===== src/rtl/spi_peripheral.sv =====
// SPI mode-0 target front end. Oversamples CS, SCLK and COPI in the system
// clock domain, decodes the first byte of each frame as the opcode, delivers
// later bytes as operand pulses and shifts register responses out on CIPO.
//
// Handshake: opcode_valid is a level that holds from opcode completion until
// the frame ends, and it acts as the register enable. operand_valid is a
// single-cycle pulse per completed operand byte. There is no ready/backpressure:
// the consumer must take each operand in the cycle it is pulsed. The response
// is qualified by response_valid and is sampled only at byte-start SCLK falls.
module spi_peripheral (
  input  logic       system_clock,
  input  logic       system_reset_n,
  input  logic       spi_select_in,
  input  logic       spi_clock_in,
  input  logic       spi_data_in,
  output logic       spi_data_out,
  output logic [7:0] opcode,
  output logic       opcode_valid,
  output logic [7:0] operand,
  output logic       operand_valid,
  input  logic [7:0] response,
  input  logic       response_valid
);

  typedef enum logic [1:0] {
    ST_IDLE   = 2'd0,
    ST_OPCODE = 2'd1,
    ST_DATA   = 2'd2
  } state_t;

  state_t     state_q, state_d;

  // Synchronizer stages. CS resets low so that a frame already in progress
  // when reset is released is ignored until CS is genuinely seen high.
  logic       cs_meta, cs_sync;
  logic       sclk_meta, sclk_sync, sclk_prev;
  logic       copi_meta, copi_sync;

  logic       sclk_rise, sclk_fall;
  logic [7:0] rx_shift;
  logic [7:0] tx_load;

  logic       seen_high_q, seen_high_d;
  logic [2:0] bit_cnt_q, bit_cnt_d;
  logic [7:0] rx_q, rx_d;
  logic [7:0] tx_q, tx_d;
  logic       cipo_q, cipo_d;
  logic [7:0] opcode_q, opcode_d;
  logic [7:0] operand_q, operand_d;
  logic       operand_valid_q, operand_valid_d;

  // Two-flop synchronizers; COPI shares the SCLK depth so both stay aligned.
  always_ff @(posedge system_clock or negedge system_reset_n) begin
    if (!system_reset_n) begin
      cs_meta   <= 1'b0;
      cs_sync   <= 1'b0;
      sclk_meta <= 1'b0;
      sclk_sync <= 1'b0;
      sclk_prev <= 1'b0;
      copi_meta <= 1'b0;
      copi_sync <= 1'b0;
    end else begin
      cs_meta   <= spi_select_in;
      cs_sync   <= cs_meta;
      sclk_meta <= spi_clock_in;
      sclk_sync <= sclk_meta;
      sclk_prev <= sclk_sync;
      copi_meta <= spi_data_in;
      copi_sync <= copi_meta;
    end
  end

  assign sclk_rise = sclk_sync & ~sclk_prev;
  assign sclk_fall = ~sclk_sync & sclk_prev;
  assign rx_shift  = {rx_q[6:0], copi_sync};
  assign tx_load   = response_valid ? response : 8'h00;

  // FSM state register.
  always_ff @(posedge system_clock or negedge system_reset_n) begin
    if (!system_reset_n) begin
      state_q <= ST_IDLE;
    end else begin
      state_q <= state_d;
    end
  end

  // Next-state and datapath decode; CS high always wins over SCLK edges.
  always_comb begin
    state_d         = state_q;
    seen_high_d     = seen_high_q | cs_sync;
    bit_cnt_d       = bit_cnt_q;
    rx_d            = rx_q;
    tx_d            = tx_q;
    cipo_d          = cipo_q;
    opcode_d        = opcode_q;
    operand_d       = operand_q;
    operand_valid_d = 1'b0;

    case (state_q)
      ST_IDLE: begin
        bit_cnt_d = 3'd0;
        cipo_d    = 1'b0;
        if (!cs_sync && seen_high_q) begin
          state_d = ST_OPCODE;
        end
      end

      ST_OPCODE: begin
        cipo_d = 1'b0;
        if (cs_sync) begin
          state_d   = ST_IDLE;
          bit_cnt_d = 3'd0;
        end else if (sclk_rise) begin
          rx_d      = rx_shift;
          bit_cnt_d = bit_cnt_q + 3'd1;
          if (bit_cnt_q == 3'd7) begin
            opcode_d = rx_shift;
            state_d  = ST_DATA;
          end
        end
      end

      ST_DATA: begin
        if (cs_sync) begin
          state_d   = ST_IDLE;
          bit_cnt_d = 3'd0;
          cipo_d    = 1'b0;
        end else if (sclk_rise) begin
          rx_d      = rx_shift;
          bit_cnt_d = bit_cnt_q + 3'd1;
          if (bit_cnt_q == 3'd7) begin
            operand_d       = rx_shift;
            operand_valid_d = 1'b1;
          end
        end else if (sclk_fall) begin
          if (bit_cnt_q == 3'd0) begin
            // Byte start: capture the selected register's response once.
            tx_d   = tx_load;
            cipo_d = tx_load[7];
          end else begin
            tx_d   = {tx_q[6:0], 1'b0};
            cipo_d = tx_q[6];
          end
        end
      end

      default: begin
        state_d   = ST_IDLE;
        bit_cnt_d = 3'd0;
        cipo_d    = 1'b0;
      end
    endcase
  end

  // Datapath and output registers.
  always_ff @(posedge system_clock or negedge system_reset_n) begin
    if (!system_reset_n) begin
      seen_high_q     <= 1'b0;
      bit_cnt_q       <= 3'd0;
      rx_q            <= 8'h00;
      tx_q            <= 8'h00;
      cipo_q          <= 1'b0;
      opcode_q        <= 8'h00;
      operand_q       <= 8'h00;
      operand_valid_q <= 1'b0;
    end else begin
      seen_high_q     <= seen_high_d;
      bit_cnt_q       <= bit_cnt_d;
      rx_q            <= rx_d;
      tx_q            <= tx_d;
      cipo_q          <= cipo_d;
      opcode_q        <= opcode_d;
      operand_q       <= operand_d;
      operand_valid_q <= operand_valid_d;
    end
  end

  assign spi_data_out  = cipo_q;
  assign opcode        = opcode_q;
  assign opcode_valid  = (state_q == ST_DATA);
  assign operand       = operand_q;
  assign operand_valid = operand_valid_q;

endmodule


===== config.mk =====
export PLATFORM = sky130hd
export DESIGN_NAME = spi_peripheral
export DESIGN_NICKNAME = d
export VERILOG_FILES = /design/src/rtl/spi_peripheral.sv
export SDC_FILE = /design/constraint.sdc
export NUM_CORES = 1
export LEC_CHECK = 0
export BUFFER_PORTS_ARGS = -buffer_cell sky130_fd_sc_hd__buf_2
export CAP_MARGIN = 20
export CORE_ASPECT_RATIO = 0.9
export CORE_MARGIN = 2
export CORE_UTILIZATION = 49
export DETAILED_ROUTE_END_ITERATION = 16
export HOLD_SLACK_MARGIN = 0.02
export PLACE_DENSITY_LB_ADDON = 0.2
export SYNTH_ARGS = -nofsm -noshare
export SYNTH_HDL_FRONTEND = slang
export SYNTH_SLANG_ARGS = --single-unit

===== constraint.sdc =====
create_clock -name system_clock -period 1.61 [get_ports system_clock]
set_input_delay 0.483 -clock system_clock [delete_from_list [all_inputs] [get_ports system_clock]]
set_output_delay 0.483 -clock system_clock [all_outputs]
set_load 0.05 [all_outputs]

==> Word level (Yosys, flattened, before mapping) <==
Cells that the tools add are included.
{ "word_totals": {"inputBits": 14, "reg_bits": 45, "elab_cells": 65, "output_inout_bits": 19} }
{ "classes": {"n_mux": 20, "n_bitwise": 7, "reduce_logical": 11, "n_eq_ne": 10, "addsub": 1} }
{ "ops": {"columns": ["operator", "count"], "rows": [
  ["AND reduction 4 bit", 4],
  ["two-way mux 2 bit", 5],
  ["two-way mux 1 bit", 9],
  ["two-way mux 3 bit", 3],
  ["!= test 3 bit (second input constant)", 3],
  ["two-way mux 8 bit", 1],
  ["two-way mux 7 bit", 1],
  ["!= test 3 x 1 -> 1 bit (second input constant)", 2],
  ["one-hot mux 2 bit (3 select lines)", 1],
  ["inverter 1 bit", 4],
  ["adder 3 x 1 -> 3 bit (second input constant)", 1],
  ["equality test 3 bit (second input constant)", 1],
  ["zero test 3 bit", 1],
  ["AND reduction 3 bit", 1],
  ["AND 1 bit", 2],
  ["equality test 2 x 1 -> 1 bit (second input constant)", 1],
  ["equality test 2 bit (second input constant)", 1],
  ["zero test 2 bit", 1],
  ["!= test 2 x 1 -> 1 bit (second input constant)", 1],
  ["!= test 2 bit (second input constant)", 1],
  ["AND reduction 2 bit", 1],
  ["OR reduction 2 bit", 1],
  ["logical AND 1 bit", 1],
  ["zero test 1 bit", 1],
  ["bitwise OR 1 bit", 1]
]} }

==> Depth between registers and ports, before layout <==
{ "depth": {"depth_word": 6, "depth_mapped": 6, "mapped_depth_nobuf": 5} }

==> Worst setup path before layout <==
Ideal clock, no wire load.
{ "synth_timing": {"kind": "register to register", "startpoint": "register state_q[0]", "endpoint": "register tx_q[0]", "t_arrival_ps": 1645, "path_buffers": 0, "setup_time_ps": 125, "period_less_slack_ps": 1770, "path_stages_with_launch": 5, "setup_slack_ps": -160, "required_time_ps": 1485, "cell_sequence": "dfrtp_1 -> inv_1 -> ha_1 -> and4bb_2 -> mux2_2"} }
{ "synth_via": {"elab_chain_cells": 2} }
{ "synth_lines": {"columns": ["element", "line", "source"], "rows": [
  ["start: declaration", "31", "state_t state_q, state_d;"],
  ["start signal: assignment", "83", "state_q <= state_d;"],
  ["equality test 2 bit", null, null],
  ["net opcode_valid", "18", "output logic opcode_valid,"],
  ["AND reduction 4 bit (no source line)", null, null],
  ["end signal: assignment", "170", "tx_q <= tx_d;"],
  ["end: declaration", "46", "logic [7:0] tx_q, tx_d;"]
]} }
The timed path passes the listed nets, and every way through them passes these cells.
A chain may end at the register's enable or synchronous reset.

==> Worst setup path in the final report <==
{ "layout_timing": {"startpoint": "register state_q[0]", "endpoint": "output opcode_valid"} }
{ "layout_via": {"elab_chain_cells": 1} }
{ "layout_lines": {"columns": ["element", "line", "source"], "rows": [
  ["equality test 2 bit", "180", "assign opcode_valid = (state_q == ST_DATA);"],
  ["end: declaration", "18", null]
]} }
No other way between the ends.

==> reports/metrics.yaml <==
grt_max_degree: 46
r2r_cells: 6
syn_to_final_growth_pct: 30.28
insertion_delay_ns: 0.30
pwr-share-comb_pct: 17.5
ys.flop_type: "dfrtp_1"
antenna_found_initial: 0
syn_area_um2: 1938
grt_usage_pct: 18.04
drive_gt1_share_pct: 48.76
cts-root-buf: "clkbuf_8"
port_buffers: 32
r2r-start: "state_q[0]"
gp_congestion: 0.9150
dr.first_iter.drc_count: 40
cts.clk_slew.worst_paths_ns: 0.09
worst_slack_ns: -0.08808
dpl_cell_area_um2: 2271
n_antenna_cell: 0
power_w: 0.002806
async_flop_share_pct: 100.0
drv_cap: 0
place_ws_ns: -0.03645
htreeDepth: 2
required_ns: 1.13
slew_headroom_pct: 68.53
clockPowerShare_pct: 35.6
violations: "negative setup slack"
slew_viol_final: 0
switching_share_pct: 24.89
core_area_um2: 3757
finalWirelength_mm: 3.716
grt_overflow: 0
cp-startpoint: "state_q[0]"
syn-instance-count: 145
post-route-min-period_ns: 1.698
yosys_warnings: 0
grt_pass1_wl_mm: 6.196
crit_family: "flip-flops"
cts_tree: "yes"
fmax_mhz: 588.9
via_per_inst: 5.247
final_common_cell: "dfrtp_1"
cp-start-kind: "flip-flop"
synth-seq-area-share_pct: 58.10
grt_pass1_vias: 1364
start_util_pct: 51.58
r2r_slack_ns: -0.07
path_max_fanout: 3
run_status: "finished with violations"
clkSinkCount: 45
irDropWorstVdd_mv: 0.8000
utilization_pct: 67.20
path_cells: "inv_2 > buf_6 > ha_4 > buf_8"
rsz0062_at_grt: "true"
io-pin-count: 33
synth_edf_count: 0
finalHoldViolations: 0
synth_cell_type_count: 29
clockBufferDepth: 2
dieHeight_um: 63.67
min_path_type: "in -> async"
finalSetupViolations: 10
worstSetupPathType: "reg -> out"
nets: 222
rows: 21
max_slew.worst_pin.slew_ns: 0.4711
critPathSlowestCell: "dfrtp_1"
wire_per_inst_um: 15.04
die_w_um: 70.30
crit_arrival_ns: 1.22
critical-path-max-stage-delay_ns: 0.42
cp.depth: 4
r2r_end: "rx_q[0]"
power_switching_w: 0.0006985
critPathCaptureType: "output port"
avgSynthCellArea_um2: 13.37
mostFrequentLayoutCells: "dfrtp_1, buf_2, mux2_2, buf_4, nor2_1"
p_per_area_nw_per_um2: 1111
crit_buf_inv: 3
timing.final.crit_share_pct: 105.5
p_int_w: 0.002108
cp-endpoint: "opcode_valid"
vias: 1296
cts_made_buffers: 5
ant_nets: 0
fin_worst_skew_ns: 0.008027
dp_hpwl_mm: 2.528
seqPwrFrac_pct: 47.0
p_leak_nw: 1.242
dieArea_um2: 4475
design_area_um2: 2525
yosys_register_bits: 45
drc_errors: 0
first_pass_iters: 4
syn-num-nets: 167
## timing repair
action | 4_1_cts | 5_1_grt
setup endpoints to repair | 30 | 17
hold buffers | 0 | 0
pin swaps | 3 | 0
hold endpoints to repair | 0 | 0
gates resized for setup | 15 | 8
buffers inserted | 2 | 2
## cell usage after synthesis, types with 2 or more instances
master / number / area (um^2)
nand4b_1: 7 / 61.31
nand2_1: 7 / 26.28
nand3_2: 2 / 20.02
mux2i_1: 2 / 20.02
nand2b_1: 5 / 31.28
o21ai_0: 2 / 10.01
nor2_1: 11 / 41.29
ha_1: 8 / 100.1
dfrtp_1: 45 / 1126
nor2b_1: 4 / 25.02
a31oi_1: 6 / 37.54
inv_1: 4 / 15.01
clkbuf_1: 2 / 7.510
mux2_2: 25 / 281.5
## power by group through the flow
stage               registers (W)  logic [W]  clock network [W]
global placement          0.00132   0.000381                  0
global route              0.00133   0.000545            0.00106
floorplan                 0.00130   0.000247                  0
CTS                       0.00131   0.000463            0.00101
finish                    0.00132   0.000490           0.000998
detailed placement        0.00133   0.000402                  0
## registers in the layout (all words and copies together), names as in the netlist
signal         count
state_q            2
sclk_meta          1
sclk_prev          1
tx_q               7
operand            8
opcode             8
copi_sync          1
rx_q               7
operand_valid      1
cs_meta            1
copi_meta          1
bit_cnt_q          3
seen_high_q        1
spi_data_out       1
sclk_sync          1
cs_sync            1
## through the flow
| stage | hold slack (ns) | setup TNS [ns] | cells |
|---|---|---|---|
| after floorplan | 0.1874 | -0.07894 | 145 |
| after global placement | 0.3321 | 0 | 235 |
| after detailed placement | 0.3347 | -0.4306 | 235 |
| after CTS | 0.1555 | -0.3286 | 245 |
| after global routing | 0.1580 | -1.151 | 247 |
| final | 0.1441 | -0.5674 | 247 |
## cell type report
| type | count | area, um^2 |
|---|---|---|
| tap | 46 | 57.56 |
| inverter | 4 | 15.01 |
| multi-input combinational | 92 | 844.6 |
| clock buffer | 5 | 68.82 |
| fill | 281 | 1232 |
| timing repair buffer | 52 | 347.8 |
| sequential | 45 | 1126 |
| clock inverter | 3 | 65.06 |
## metal layers
| metal | part of all wire, % | GRT usage (%) | vias up | wire length [um] |
|---|---|---|---|---|
| met4 | 2.7 | 8.173 | 0 | 99 |
| met5 | 0 | 0 | - | 0 |
| li1 | - | - | 624 | - |
| met1 | 44 | 21.83 | 633 | 1646 |
| met3 | 4.0 | 4.960 | 9 | 147 |
| met2 | 49 | 29.95 | 30 | 1823 |
## worst reg2reg max path: stages (launching register included)
cell      delay [ns]
dfrtp_1         0.42
inv_2           0.07
ha_1            0.32
nand2b_4        0.07
nor3b_4         0.22
buf_6           0.14
mux2_2          0.33
## worst min-delay path by stage
stage,depth (start not counted),start,to
2_1_floorplan,0,system_reset_n,bit_cnt_q[0]
3_3_place_gp,0,cs_meta,cs_sync
3_5_place_dp,0,copi_meta,copi_sync
4_1_cts,2,system_reset_n,seen_high_q
5_1_grt,2,system_reset_n,state_q[1]
6_report,2,system_reset_n,state_q[1]
## cell families (layout without fill, tap and decap cells)
family | count (synthesis) | after routing | share of synthesized area (%)
mux | 27 | 27 | 15.56
compound gates | 12 | 12 | 4.003
flops | 45 | 45 | 58.10
buf+inv | 8 | 64 | 1.807
fa+ha+maj | 8 | 8 | 5.165
xor+xnor | 1 | 1 | 0.4520
simple gates | 44 | 44 | 14.91
Power figures use the tool's default switching activity.
